$ cat src/rtl/adc_serial_responder.sv
// Conv/MISO slave: arms after NEED_LOW conv-low edges, shifts WIDTH bits MSB-first from P2 of the frame.
// A word latched at frame entry reaches MISO three posedges later; no valid at latch resends the old word (stale).
module adc_serial_responder #(
  parameter int   WIDTH      = 12,
  parameter logic IDLE_LEVEL = 1'b0,
  parameter int   NEED_LOW   = 2
) (
  input  logic             ADC_sclk,
  input  logic             reset,
  input  logic             ADC_MOSI,
  output logic             ADC_MISO,
  input  logic [WIDTH-1:0] sample_in,
  input  logic             sample_valid,
  output logic             sample_ready,
  output logic             stale,
  output logic             frame_done,
  output logic [7:0]       frame_cnt
);

  localparam int LW = $clog2(NEED_LOW + 1);
  localparam int BW = (WIDTH > 1) ? $clog2(WIDTH) : 1;
  localparam logic [LW-1:0] LOW_SAT = LW'(NEED_LOW);
  localparam logic [LW-1:0] LOW_ONE = LW'(1);
  localparam logic [BW-1:0] BIT_TOP = BW'(WIDTH - 1);

  typedef enum logic [1:0] {IDLE, LOW, SHIFT, DONE} state_t;

  state_t           state;
  logic [WIDTH-1:0] shreg;
  logic [LW-1:0]    lowcnt;
  logic [BW-1:0]    bitcnt;
  logic             conv_low;
  logic             latch_now;

  assign conv_low  = ~ADC_MOSI;
  // Every state except LOW enters LOW on conv low, so exactly one latch per low run.
  assign latch_now = conv_low && (state != LOW);

  always_ff @(posedge ADC_sclk or posedge reset) begin
    if (reset) begin
      state        <= IDLE;
      shreg        <= '0;
      lowcnt       <= '0;
      bitcnt       <= '0;
      ADC_MISO     <= IDLE_LEVEL;
      sample_ready <= 1'b0;
      stale        <= 1'b0;
      frame_done   <= 1'b0;
      frame_cnt    <= 8'd0;
    end else begin
      sample_ready <= 1'b0;
      frame_done   <= 1'b0;

      if (latch_now) begin
        if (sample_valid) begin
          shreg        <= sample_in;
          sample_ready <= 1'b1;
          stale        <= 1'b0;
        end else begin
          stale <= 1'b1;
        end
      end

      case (state)
        IDLE: begin
          if (conv_low) begin
            state  <= LOW;
            lowcnt <= LOW_ONE;
          end
        end
        LOW: begin
          if (conv_low) begin
            if (lowcnt < LOW_SAT) lowcnt <= lowcnt + 1'b1;
          end else if (lowcnt >= LOW_SAT) begin
            state  <= SHIFT;
            bitcnt <= BIT_TOP;
          end else begin
            state <= IDLE;
          end
        end
        SHIFT: begin
          if (conv_low) begin
            ADC_MISO <= IDLE_LEVEL;
            state    <= LOW;
            lowcnt   <= LOW_ONE;
          end else begin
            ADC_MISO <= shreg[bitcnt];
            if (bitcnt == '0) state <= DONE;
            else              bitcnt <= bitcnt - 1'b1;
          end
        end
        DONE: begin
          ADC_MISO   <= IDLE_LEVEL;
          frame_done <= 1'b1;
          frame_cnt  <= frame_cnt + 8'd1;
          if (conv_low) begin
            state  <= LOW;
            lowcnt <= LOW_ONE;
          end else begin
            state <= IDLE;
          end
        end
        default: state <= IDLE;
      endcase
    end
  end

endmodule

$ cat config.mk
export PLATFORM = sky130hd
export DESIGN_NAME = adc_serial_responder
export DESIGN_NICKNAME = d
export VERILOG_FILES = /design/src/rtl/adc_serial_responder.sv
export SDC_FILE = /design/constraint.sdc
export NUM_CORES = 1
export LEC_CHECK = 0
export CORE_ASPECT_RATIO = 1.1
export CORE_MARGIN = 2
export CORE_UTILIZATION = 40
export DETAILED_ROUTE_END_ITERATION = 7
export PLACE_DENSITY_LB_ADDON = 0.1
export RECOVER_POWER = 100
export REMOVE_ABC_BUFFERS = 1
export SLEW_MARGIN = 15
export SYNTH_ARGS = -nofsm -noshare
export SYNTH_HDL_FRONTEND = slang
export SYNTH_SLANG_ARGS = --single-unit
$ cat constraint.sdc
create_clock -name ADC_sclk -period 1.9 [get_ports ADC_sclk]
set_input_delay 0.19 -clock ADC_sclk [delete_from_list [all_inputs] [get_ports ADC_sclk]]
set_output_delay 0.19 -clock ADC_sclk [all_outputs]
set_load 0.02 [all_outputs]
# Yosys cells after proc, flatten, opt, wreduce, memory -nomap -nowiden
# Index checks and enable logic that the tools add are counted.
# word_totals
regBits	32
# classes
n_addsub	3
order_cmp	3
eq_ne	13
n_mux	23
bitwise	1
n_reduce_logical	10
# ops
cell	count
2-to-1 mux 4 bit	4
!= test 2 bit, second input constant	8
2-to-1 mux 2 bit	7
adder 8 x 1 -> 8 bit, second input constant	1
case mux 2 bit (4 select lines)	1
case mux 4 bit (2 select lines)	1
2-to-1 mux 1 bit	7
AND reduction 3 bit	2
< comparator 4 x 5 -> 1 bit, second input constant	1
AND reduction 5 bit	1
binary-select mux 1 bit (select 4 bit)	1
equality test 2 bit, second input constant	2
logical NOT 4 bit	1
case mux 2 bit (2 select lines)	1
nonzero test 2 bit	2
subtractor 4 x 1 -> 4 bit, second input constant	1
!= test 3 bit, second input constant	1
OR reduction 3 bit	1
adder 2 x 1 -> 2 bit, second input constant	1
equality test 2 x 1 -> 1 bit, second input constant	1
greater-or-equal comparator 2 bit, second input constant	1
logical NOT 2 bit	1
< comparator 2 bit, second input constant	1
!= test 2 x 1 -> 1 bit, second input constant	1
4 further kinds	4

# Logic depth before layout (Yosys ltp)
# Gate-level depths: netlist of the first run.
# logic_depth
word_depth	4
depth_mapped	7
mapped_depth_nobuf	6

# Least setup slack after synthesis of the first run
# No wires, ideal clock.
# synth_timing
path_type	flip-flop to flip-flop
startpoint	register bitcnt[1]
endpoint	register bitcnt[0]
setup_ns	0.127
arrival_time_ns	1.555
required_ns	1.773
setup_slack_ns	0.217
path_stages_with_launch	8
n_path_buf	1
cell_sequence	dfrtp_1 -> buf_2 -> inv_1 -> ha_1 -> or3b_1 -> nand2_1 -> nand2_1 -> mux2_1
# synth_between
elab_chain_len	3
# synth_lines
element	line	text
start: declaration	31	logic [BW-1:0] bitcnt;
start signal: assignment	89	else bitcnt <= bitcnt - 1'b1;
logical NOT 4 bit	88	if (bitcnt == '0) state <= DONE;
!= test 2 bit (no line)	--	
AND reduction 5 bit (no line)	--	
# No other way between the ends.
# A chain may end at the register's enable or synchronous reset.

# Worst setup path after layout of the first run
# layout_timing
startpoint	register bitcnt[0]
endpoint	register bitcnt[0]
# layout_between
elab_chain_len	4
elab_cells_between_ends	7
# layout_lines
element	line	text
subtractor 4 x 1 -> 4 bit	89	
2-to-1 mux 4 bit	88	
2-to-1 mux 4 bit	82	if (conv_low) begin
case mux 4 bit (2 select lines)	64	case (state)
# Several ways; a longest one is shown, not always the timed one. The select of a mux whose other input is x is not followed.

==> flow_summary.json, run 1 <==
{
  "final_util": 0.509,
  "diodes": 0,
  "core-area_um2": 3600,
  "yosys.area_share.simple": 0.142,
  "final_cell_mix": "dfrtp_1 (32), clkdlybuf4s50_1 (14), dlygate4sd3_1 (13)",
  "first_pass_iters": 2,
  "row_count": 23,
  "arrival_ns": 1.84,
  "numPortBuffers": 27,
  "final_nets": 170,
  "yosys.area_share.adder": 0.0252,
  "finalCriticalPeriod_ns": 1.68,
  "setup_tns_ns": 0,
  "cts_max_level": 2,
  "maxSlewViolCount": 0,
  "cts_setup_buffers": 0,
  "hold_path_class": "reg -> reg",
  "maxCapViolations": 0,
  "stdcell_area_um2": 1830,
  "start_util": 0.414,
  "synthCells": 117,
  "routabilityCongestion": 0.834,
  "status": "complete, no violations",
  "clk_pin_slew_worst_paths_ns": 0.06,
  "track_usage": 0.141,
  "antenna_found_initial": 0,
  "area_growth_pct": 22.8,
  "synth_compound_area_frac": 0.0344,
  "synthMuxAreaShare": 0.168,
  "cp-end-kind": "flip-flop",
  "drt_iter0_markers": 40,
  "cts_hold_buf": 0,
  "crit_fanout": 3,
  "grt_start_max_net_pins": 33,
  "ys_types": 34,
  "finalHoldViolations": 0,
  "seq_area_frac_synth": 0.537,
  "clock_path_buffers": 2,
  "vias": 964,
  "hpwlAfterDp_um": 1930,
  "min_period_over_period": 0.886,
  "fin_skew_ns": 0.00585,
  "grt_setup_unrepaired": "no",
  "drc_errors": 0,
  "cts_tree": "yes",
  "nFillCells": 334,
  "tightestPinTransition_ns": 0.781,
  "die_h_um": 68.0,
  "path_class": "reg -> reg",
  "synth_seq_cells": 32,
  "cts_made_buffers": 5,
  "finalSetupViolations": 0,
  "maxSlewHeadroom": 0.480,
  "fmax_mhz": 594,
  "ir_worst_vdd_mv": 0.526,
  "leakagePower_nw": 0.859,
  "grt_pass1_wl_um": 4420,
  "die_w_um": 62.2,
  "cts_resized": 0,
  "grt_pass1_vias": 997,
  "drtAntennaViolNets": 0,
  "final_common_cell": "dfrtp_1",
  "cts.sink_count": 32,
  "syn_area_per_cell_um2": 12.7,
  "viasPerCell": 4.84,
  "clock-root-buffer": "clkbuf_8",
  "pin_count": 28,
  "mappedNetlistArea_um2": 1490,
  "ys_warn_count": 0,
  "power_per_cell_area_nw_per_um2": 1080,
  "grt-ovfl-total": 0,
  "fin_hold_ws_ns": 0.461,
  "dieArea_um2": 4230,
  "synth-xor-area-share": 0.0529,
  "routed_wirelength_um": 2550,
  "worstPathRequired_ns": 2.06,
  "synth_top_family_by_area": "multiplexers",
  "critPathLaunchType": "flip-flop",
  "drive_gt1_frac": 0.0940,
  "wire_per_inst_um": 12.8,
  "placed_area_um2": 1810,
  "clk_latency_ns": 0.28
}
[path summary, 6_finish.rpt]
path	depth (start not counted)	start	endpoint	slack, ns
max	6	bitcnt[0]	bitcnt[0]	0.22
max in group asynchronous	3	reset	bitcnt[0]	0.80
min reg2reg	1	frame_cnt[7]	frame_cnt[7]	0.46
min in group asynchronous	3	reset	shreg[5]	0.60
max reg2reg	6	bitcnt[0]	bitcnt[0]	0.22
min	1	frame_cnt[7]	frame_cnt[7]	0.46
[where the power goes]
group / leakage, nW / switching (W) / internal, W
registers: 0.387 / 0.000121 / 0.000849
logic: 0.436 / 0.000271 / 0.000277
clock network: 0.0359 / 0.000219 / 0.000235
total: 0.859 / 0.000611 / 0.00136
[worst max-delay path, stage by stage, from the launching register on]
cell     delay [ns]
dfrtp_1        0.37
inv_1          0.10
ha_1           0.19
or3b_1         0.40
nand2_1        0.11
nand2_1        0.07
mux2_1         0.32
[stage by stage]
stage,setup slack [ns],power [W],cells
detailed placement,0.211,0.00163,194
finish,0.217,0.00197,199
global route,0.0854,0.00211,199
CTS,0.208,0.00210,199
global placement,0.229,0.00160,194
floorplan,0.237,0.00136,113
[Yosys cell counts (all sizes together)]
| cell type | count | area, µm² |
|---|---|---|
| a21oi | 1 | 5.00 |
| a2bb2oi | 1 | 8.76 |
| a31oi | 2 | 12.5 |
| and2 | 3 | 21.3 |
| and2b | 1 | 7.51 |
| and3 | 2 | 12.5 |
| and3b | 1 | 10.0 |
| and4 | 1 | 8.76 |
| buf | 4 | 41.3 |
| dfrtp | 32 | 801 |
| ha | 3 | 37.5 |
| inv | 5 | 18.8 |
| mux2 | 14 | 188 |
| mux2i | 4 | 40.0 |
| mux4 | 1 | 22.5 |
| nand2 | 6 | 22.5 |
| nand2b | 2 | 12.5 |
| nand3 | 7 | 35.0 |
| nand4 | 2 | 12.5 |
| nor2 | 9 | 36.3 |
| nor2b | 1 | 13.8 |
| nor3 | 2 | 10.0 |
| o2111ai | 1 | 8.76 |
| o211ai | 1 | 7.51 |
| o311ai | 1 | 8.76 |
| or3b | 1 | 8.76 |
| xnor2 | 7 | 61.3 |
| xor2 | 2 | 17.5 |
[registers in the layout, indices dropped and copies added, names as in the netlist]
name,count
lowcnt,2
frame_done,1
state,2
bitcnt,4
stale,1
ADC_MISO,1
shreg,12
frame_cnt,8
sample_ready,1
[metal layers]
layer	vias up	track usage	wire length, µm
met2	22	0.232	1280
met1	468	0.166	1130
li1	472	-	-
met4	0	0.0694	12
met5	-	0	0
met3	2	0.0510	126
[cell families after synthesis]
kind of cell,Yosys count
simple gates,38
flops,32
mux,19
xor+xnor,9
buf+inv,9
compound gates,7
fa+ha+maj,3
[cell type report]
type	count	area [µm²]	area share
flip-flops and latches	32	801	0.437
repair buffers	31	290	0.159
inverters	5	18.8	0.0103
multi-input cells	76	589	0.322
clock buffers	5	68.8	0.0376
well taps	50	62.6	0.0342
Power figures use the tool's default switching activity.
==> run 2: changes to the inputs <==
Settings changed: SKIP_CTS_REPAIR_TIMING set to 1.
==> results of run 2 <==
No change in the layout: final DEF, timing and power equal those of run 1.
